[src/rtl/led_status_driver.sv]
// led_status_driver
// Front-panel status LEDs for the RefLock II CPLD. LED1 shows that the
// reference is present. LED2 shows the lock state: off, slow blink, solid or
// fast blink. lamp_test lights both LEDs without disturbing the state machine.

module led_status_driver #(
  parameter int TICK_DIV         = 10000,
  parameter int QUAL_TICKS       = 1000,
  parameter int FAULT_HOLD_TICKS = 3000,
  parameter int SLOW_HALF_TICKS  = 500,
  parameter int FAST_HALF_TICKS  = 100
) (
  input  logic       clock,
  input  logic       reset_n,
  input  logic       ref_in,
  input  logic       lock_in,
  input  logic       lamp_test,
  output logic       LED1,
  output logic       LED2,
  output logic       locked,
  output logic [1:0] state
);

  localparam int PRESC_W = $clog2(TICK_DIV) + 1;
  localparam int QUAL_W  = $clog2(QUAL_TICKS) + 1;
  localparam int HOLD_W  = $clog2(FAULT_HOLD_TICKS) + 1;
  localparam int SLOW_W  = $clog2(SLOW_HALF_TICKS) + 1;
  localparam int FAST_W  = $clog2(FAST_HALF_TICKS) + 1;

  localparam logic [PRESC_W-1:0] PRESC_LAST = PRESC_W'(TICK_DIV - 1);
  localparam logic [QUAL_W-1:0]  QUAL_LAST  = QUAL_W'(QUAL_TICKS);
  localparam logic [HOLD_W-1:0]  HOLD_LAST  = HOLD_W'(FAULT_HOLD_TICKS);
  localparam logic [SLOW_W-1:0]  SLOW_LAST  = SLOW_W'(SLOW_HALF_TICKS - 1);
  localparam logic [FAST_W-1:0]  FAST_LAST  = FAST_W'(FAST_HALF_TICKS - 1);

  localparam logic [1:0] ST_NO_REF  = 2'd0;
  localparam logic [1:0] ST_ACQUIRE = 2'd1;
  localparam logic [1:0] ST_LOCKED  = 2'd2;
  localparam logic [1:0] ST_FAULT   = 2'd3;

  logic [1:0]         r_ref_sync;
  logic [1:0]         r_lock_sync;
  logic [1:0]         r_lt_sync;
  logic [PRESC_W-1:0] r_presc;
  logic [SLOW_W-1:0]  r_slow_cnt;
  logic [FAST_W-1:0]  r_fast_cnt;
  logic               r_slow_ph;
  logic               r_fast_ph;
  logic [1:0]         r_state;
  logic [QUAL_W-1:0]  r_qual;
  logic [HOLD_W-1:0]  r_hold;

  logic               w_ref_s;
  logic               w_lock_s;
  logic               w_lt_s;
  logic               w_tick;
  logic [1:0]         w_state_nxt;
  logic [QUAL_W-1:0]  w_qual_nxt;
  logic [HOLD_W-1:0]  w_hold_nxt;
  logic [QUAL_W-1:0]  w_qual_inc;
  logic [HOLD_W-1:0]  w_hold_inc;
  logic               w_led2_pat;

  assign w_ref_s    = r_ref_sync[1];
  assign w_lock_s   = r_lock_sync[1];
  assign w_lt_s     = r_lt_sync[1];
  assign w_tick     = (r_presc == PRESC_LAST);
  assign w_qual_inc = r_qual + QUAL_W'(1);
  assign w_hold_inc = r_hold + HOLD_W'(1);
  assign state      = r_state;

  // Two-flop synchronisers for the three asynchronous inputs.
  // NOTE: sequential state uses non-blocking assignments so every flop
  // samples the pre-edge value of its neighbours, exactly like hardware.
  always_ff @(posedge clock or negedge reset_n) begin
    if (!reset_n) begin
      r_ref_sync  <= '0;
      r_lock_sync <= '0;
      r_lt_sync   <= '0;
    end else begin
      r_ref_sync  <= {r_ref_sync[0], ref_in};
      r_lock_sync <= {r_lock_sync[0], lock_in};
      r_lt_sync   <= {r_lt_sync[0], lamp_test};
    end
  end

  // Prescaler producing the 1 ms tick.
  always_ff @(posedge clock or negedge reset_n) begin
    if (!reset_n) begin
      r_presc <= '0;
    end else if (w_tick) begin
      r_presc <= '0;
    end else begin
      r_presc <= r_presc + PRESC_W'(1);
    end
  end

  // Free-running slow and fast blink phases, each toggled after its half-period.
  always_ff @(posedge clock or negedge reset_n) begin
    if (!reset_n) begin
      r_slow_cnt <= '0;
      r_fast_cnt <= '0;
      r_slow_ph  <= 1'b0;
      r_fast_ph  <= 1'b0;
    end else if (w_tick) begin
      if (r_slow_cnt == SLOW_LAST) begin
        r_slow_cnt <= '0;
        r_slow_ph  <= ~r_slow_ph;
      end else begin
        r_slow_cnt <= r_slow_cnt + SLOW_W'(1);
      end
      if (r_fast_cnt == FAST_LAST) begin
        r_fast_cnt <= '0;
        r_fast_ph  <= ~r_fast_ph;
      end else begin
        r_fast_cnt <= r_fast_cnt + FAST_W'(1);
      end
    end
  end

  // Next-state and counter logic for the lock state machine.
  // NOTE: every signal gets a default before the case so no path leaves it
  // unassigned, which would otherwise infer a latch.
  always_comb begin
    w_state_nxt = r_state;
    w_qual_nxt  = r_qual;
    w_hold_nxt  = r_hold;
    case (r_state)
      ST_NO_REF: begin
        w_qual_nxt = '0;
        w_hold_nxt = '0;
        if (w_ref_s) begin
          w_state_nxt = ST_ACQUIRE;
        end
      end
      ST_ACQUIRE: begin
        // Losing the reference wins over any qualification progress.
        if (!w_ref_s) begin
          w_state_nxt = ST_NO_REF;
          w_qual_nxt  = '0;
        end else if (!w_lock_s) begin
          w_qual_nxt = '0;
        end else if (w_tick) begin
          if (w_qual_inc == QUAL_LAST) begin
            w_state_nxt = ST_LOCKED;
            w_qual_nxt  = '0;
          end else begin
            w_qual_nxt = w_qual_inc;
          end
        end
      end
      ST_LOCKED: begin
        if (!w_lock_s || !w_ref_s) begin
          w_state_nxt = ST_FAULT;
          w_hold_nxt  = '0;
        end
      end
      default: begin
        // FAULT: inputs are ignored until the hold time has elapsed.
        if (w_tick) begin
          if (w_hold_inc == HOLD_LAST) begin
            w_state_nxt = w_ref_s ? ST_ACQUIRE : ST_NO_REF;
            w_hold_nxt  = '0;
            w_qual_nxt  = '0;
          end else begin
            w_hold_nxt = w_hold_inc;
          end
        end
      end
    endcase
  end

  // State and counter registers.
  always_ff @(posedge clock or negedge reset_n) begin
    if (!reset_n) begin
      r_state <= ST_NO_REF;
      r_qual  <= '0;
      r_hold  <= '0;
    end else begin
      r_state <= w_state_nxt;
      r_qual  <= w_qual_nxt;
      r_hold  <= w_hold_nxt;
    end
  end

  // LED2 pattern selected by the current state.
  always_comb begin
    w_led2_pat = 1'b0;
    case (r_state)
      ST_ACQUIRE: w_led2_pat = r_slow_ph;
      ST_LOCKED:  w_led2_pat = 1'b1;
      ST_FAULT:   w_led2_pat = r_fast_ph;
      default:    w_led2_pat = 1'b0;
    endcase
  end

  // Registered output drive; lamp test overrides only the LEDs.
  always_ff @(posedge clock or negedge reset_n) begin
    if (!reset_n) begin
      LED1   <= 1'b0;
      LED2   <= 1'b0;
      locked <= 1'b0;
    end else begin
      LED1   <= w_lt_s | w_ref_s;
      LED2   <= w_lt_s | w_led2_pat;
      locked <= (r_state == ST_LOCKED);
    end
  end

endmodule
[config.mk]
export PLATFORM = sky130hd
export DESIGN_NAME = led_status_driver
export DESIGN_NICKNAME = d
export VERILOG_FILES = /design/src/rtl/led_status_driver.sv
export SDC_FILE = /design/constraint.sdc
export NUM_CORES = 1
export LEC_CHECK = 0
export CORE_AREA = 2 2 79 81
export CTS_BUF_LIST = sky130_fd_sc_hd__clkbuf_2 sky130_fd_sc_hd__clkbuf_4 sky130_fd_sc_hd__clkbuf_8
export CTS_CLUSTER_DIAMETER = 100
export DETAILED_ROUTE_END_ITERATION = 8
export DIE_AREA = 0 0 81 83
export PLACE_DENSITY = 0.84
export SLEW_MARGIN = 20
export SYNTH_ARGS = -nofsm -noshare
export SYNTH_HDL_FRONTEND = slang
export SYNTH_SLANG_ARGS = --single-unit
[constraint.sdc]
create_clock -name clock -period 2.7 [get_ports clock]
set_clock_uncertainty 0.15 [all_clocks]
set_input_delay 0.27 -clock clock [delete_from_list [all_inputs] [get_ports clock]]
set_output_delay 0.27 -clock clock [all_outputs]
set_load 0.02 [all_outputs]
==> run metrics <==
outcome=finished, final reports clean; Fill cells=428; leakage power=1.78 nW; combinational share of power=3.1%; GRT Util Overall=24.3%; antenna fix cells=0; Worst-Skew Late Latency=0.35 ns; Clk pin slew, worst setup/hold paths=0.07 ns; net count after synthesis=390; register area share after synthesis=48.3%; Met3 Wirelength=227 µm; worst hold endpoint=r_lt_sync[0]$_DFF_PN0_; IO Port Bufs=9; initial drt markers=193; final WL=7360 µm; vias per cell=6.26; post-synth cell types=57; drt drc=0; pwr dens=514 nW/µm²; Hold/Removal Path Class=in -> reg; layout cells sized above 1=10.7%; Setup crit end kind=register; synthesis-to-layout area growth=12.3%; area taken by multi-input logic gates=1770 µm²; switching share of power=20.9%; # IOs=10; MaxCap Viol Count=0; Worst path slowest cell=dfrtp_1; required time worst endpoint=2.75 ns; top_reg_cell synth=dfrtp_1; worst-path fanout max=10; Reg power frac=50.9%; Initial Util=62.3%; Nets=408; maximum VDD drop=0.353 mV; Cell Chain, Critical Path=nand4_4 > or3_1 > o21ai_1 > a41oi_1 > buf_4 > o21ai_0 > o311ai_0; total global routing overflow=0; CTS tree=yes; via count=2993; Final setup violation count=0; post-CTS setup buffer count=0; Worst Setup Start Kind=register; Hold Startpoint=lamp_test; Final Util=70.0%; clock buffer count from CTS=9; minimum clock period=2.41 ns; number of synthesized flops with an enable pin=0; Worst Tran Pin Value=0.839 ns; switching pwr=438 µW; critical path class=reg -> reg; clk buf depth=2; FF+latch area=1750 µm²; RSZ-0062 raised after global routing=no; # resized after CTS=0; Final Non-Filler Cells=478; Top Layer Used=met4; Placed Cells=461; Worst EP arrival=2.46 ns; WL per Instance=15.4 µm; CORE AREA=5820 µm²; Synth warnings=0; hold path depth=1; worst relative slew slack=43.5%; hold_buf cts=1; clock share of power=46.0%; M1 wire length=3330 µm; DRT antenna net count=0; Async SR Flop Fraction=100%; internal power=1.65 mW; largest net degree at the start of global routing=29; period utilization=89.2%; vias in the first global route=2838; FF-to-FF End=r_qual[2]$_DFFE_PN0P_; TritonCTS sink count=70; Setup WS pre-CTS=0.356 ns; Std-Cell Rows=28; synthesized area=3620 µm²; reg2reg start=r_hold[4]$_DFFE_PN0P_; HPWL after DPL=4930 µm; drt first pass iters=5; initial antenna violation count=0; Mapped Avg Cell Area=9.54 µm²; first-pass GRT wire length=12900 µm; #FFs+latches synth=70; final worst setup slack=0.291 ns; Die Y=83 µm; GPL Wtd Cong=0.864; final hold vios=0; setup_tns=0 ns; post-synthesis cell count=380; worst stage delay on the critical path=0.51 ns; met2 wire length=3650 µm; r2r worst-path depth=7; die width=81 µm; root buffer selected by CTS=clkbuf_8; max-slew violation total from the final report=0; CTS H-tree depth=3; setup slack, reg-to-reg=0.29 ns; Die ar.=6720 µm²; fmax=415 MHz
## critical path: cells and delay by family, from the launching register on
| family | cells | cell delay (ns) |
|---|---|---|
| flip-flops | 1 | 0.51 |
| AO/OA/AOI/OAI | 4 | 0.70 |
| AND/OR/NAND/NOR | 2 | 0.68 |
| buffers and inverters | 1 | 0.22 |
## stage by stage
| stage | cell area (µm²) | total power [mW] | hold WS, ns |
|---|---|---|---|
| after floorplan | 3620 | 1.11 | -0.176 |
| after global routing | 4070 | 2.16 | 0.219 |
| after detailed placement | 3830 | 1.15 | 0.113 |
| after global placement | 3830 | 1.15 | 0.103 |
| final | 4070 | 2.09 | 0.214 |
| after CTS | 4070 | 2.11 | 0.207 |
## power groups by stage
| stage | Sequential (mW) | Combinational, mW | Clock, mW |
|---|---|---|---|
| floorplan | 1.08 | 0.0229 | 0 |
| global placement | 1.08 | 0.0639 | 0 |
| detailed placement | 1.08 | 0.0646 | 0 |
| CTS | 1.06 | 0.0661 | 0.976 |
| global route | 1.07 | 0.0728 | 1.02 |
| finish | 1.06 | 0.0643 | 0.962 |
## cell families after synthesis
logic type	synth area share, %
flip-flops	48.3
adder cells (fa/ha/maj)	1.73
AND/OR/NAND/NOR	25.5
multiplexers	1.52
XOR/XNOR	6.04
AO/OA/AOI/OAI	14.0
buffers and inverters	2.93
## cell usage after synthesis (all sizes together) (2+ instances only)
| library cell | count | share of area (%) |
|---|---|---|
| a21o | 3 | 0.62 |
| a21oi | 10 | 1.4 |
| a31oi | 3 | 0.52 |
| a41oi | 2 | 0.48 |
| and2 | 3 | 0.52 |
| and3 | 11 | 1.9 |
| and4 | 2 | 0.48 |
| buf | 8 | 1.1 |
| clkbuf | 9 | 0.97 |
| dfrtp | 70 | 48 |
| ha | 5 | 1.7 |
| inv | 8 | 0.83 |
| mux2 | 4 | 1.2 |
| nand2 | 43 | 4.5 |
| nand3 | 34 | 4.8 |
| nand4 | 19 | 3.7 |
| nor2 | 31 | 3.2 |
| nor2b | 4 | 0.69 |
| nor3 | 4 | 0.55 |
| nor4 | 5 | 1.3 |
| nor4b | 2 | 0.48 |
| o2111ai | 2 | 0.48 |
| o211ai | 8 | 1.7 |
| o21a | 3 | 0.62 |
| o21ai | 28 | 3.9 |
| o22ai | 2 | 0.35 |
| o311ai | 3 | 0.73 |
| o31ai | 3 | 0.62 |
| o41ai | 2 | 0.69 |
| or2 | 2 | 0.35 |
| or3 | 6 | 1.0 |
| or3b | 2 | 0.48 |
| or4 | 2 | 0.41 |
| xnor2 | 11 | 2.7 |
| xor2 | 14 | 3.4 |
## routing by layer
layer	global-route usage [%]	up-vias
met2	36.5	68
met3	5.00	17
met4	10.5	0
met1	33.8	1483
met5	0	-
li1	-	1425
## layout by cell type (no fill, tap or decap), types with 6 or more instances in the layout
master           Yosys  final
a21oi_1             10     10
and3_1              11     11
buf_4                1     14
clkbuf_8             0     10
clkdlybuf4s50_1      0      8
dfrtp_1             70     70
inv_1                8      8
nand2_1             43     43
nand3_1             33     33
nand4_1             18     18
nor2_1              31     31
o211ai_1             8      8
o21ai_0             26     26
or3_1                6      6
xnor2_1             11     11
xor2_1              14     14
## area by class of cell
type,instances,share of cell area [%]
flip-flops and latches,70,43.0
clock inverters,3,1.66
well taps,75,2.31
inverters,8,0.738
multi-input cells,285,43.4
clock buffers,13,3.93
repair buffers,24,4.92
## worst max path at each step
stage	from	to	slack, ns	cells after the start
after floorplan	r_presc[0]$_DFF_PN0_	r_hold[4]$_DFFE_PN0P_	0.49	9
after global placement	r_hold[3]$_DFFE_PN0P_	r_qual[7]$_DFFE_PN0P_	0.46	6
after detailed placement	r_hold[4]$_DFFE_PN0P_	r_qual[2]$_DFFE_PN0P_	0.36	7
after CTS	r_hold[0]$_DFFE_PN0P_	r_qual[2]$_DFFE_PN0P_	0.30	8
after global routing	r_hold[0]$_DFFE_PN0P_	r_qual[2]$_DFFE_PN0P_	0.07	8
final	r_hold[4]$_DFFE_PN0P_	r_qual[2]$_DFFE_PN0P_	0.29	7
## flip-flops by register name, indices dropped and copies added (netlist names)
register / cells
LED1: 1
locked: 1
r_ref_sync: 2
r_fast_cnt: 8
r_fast_ph: 1
r_hold: 13
r_lt_sync: 2
r_presc: 15
r_qual: 11
LED2: 1
state: 2
r_slow_cnt: 10
r_lock_sync: 2
r_slow_ph: 1
(Power assumes the default switching activity.)
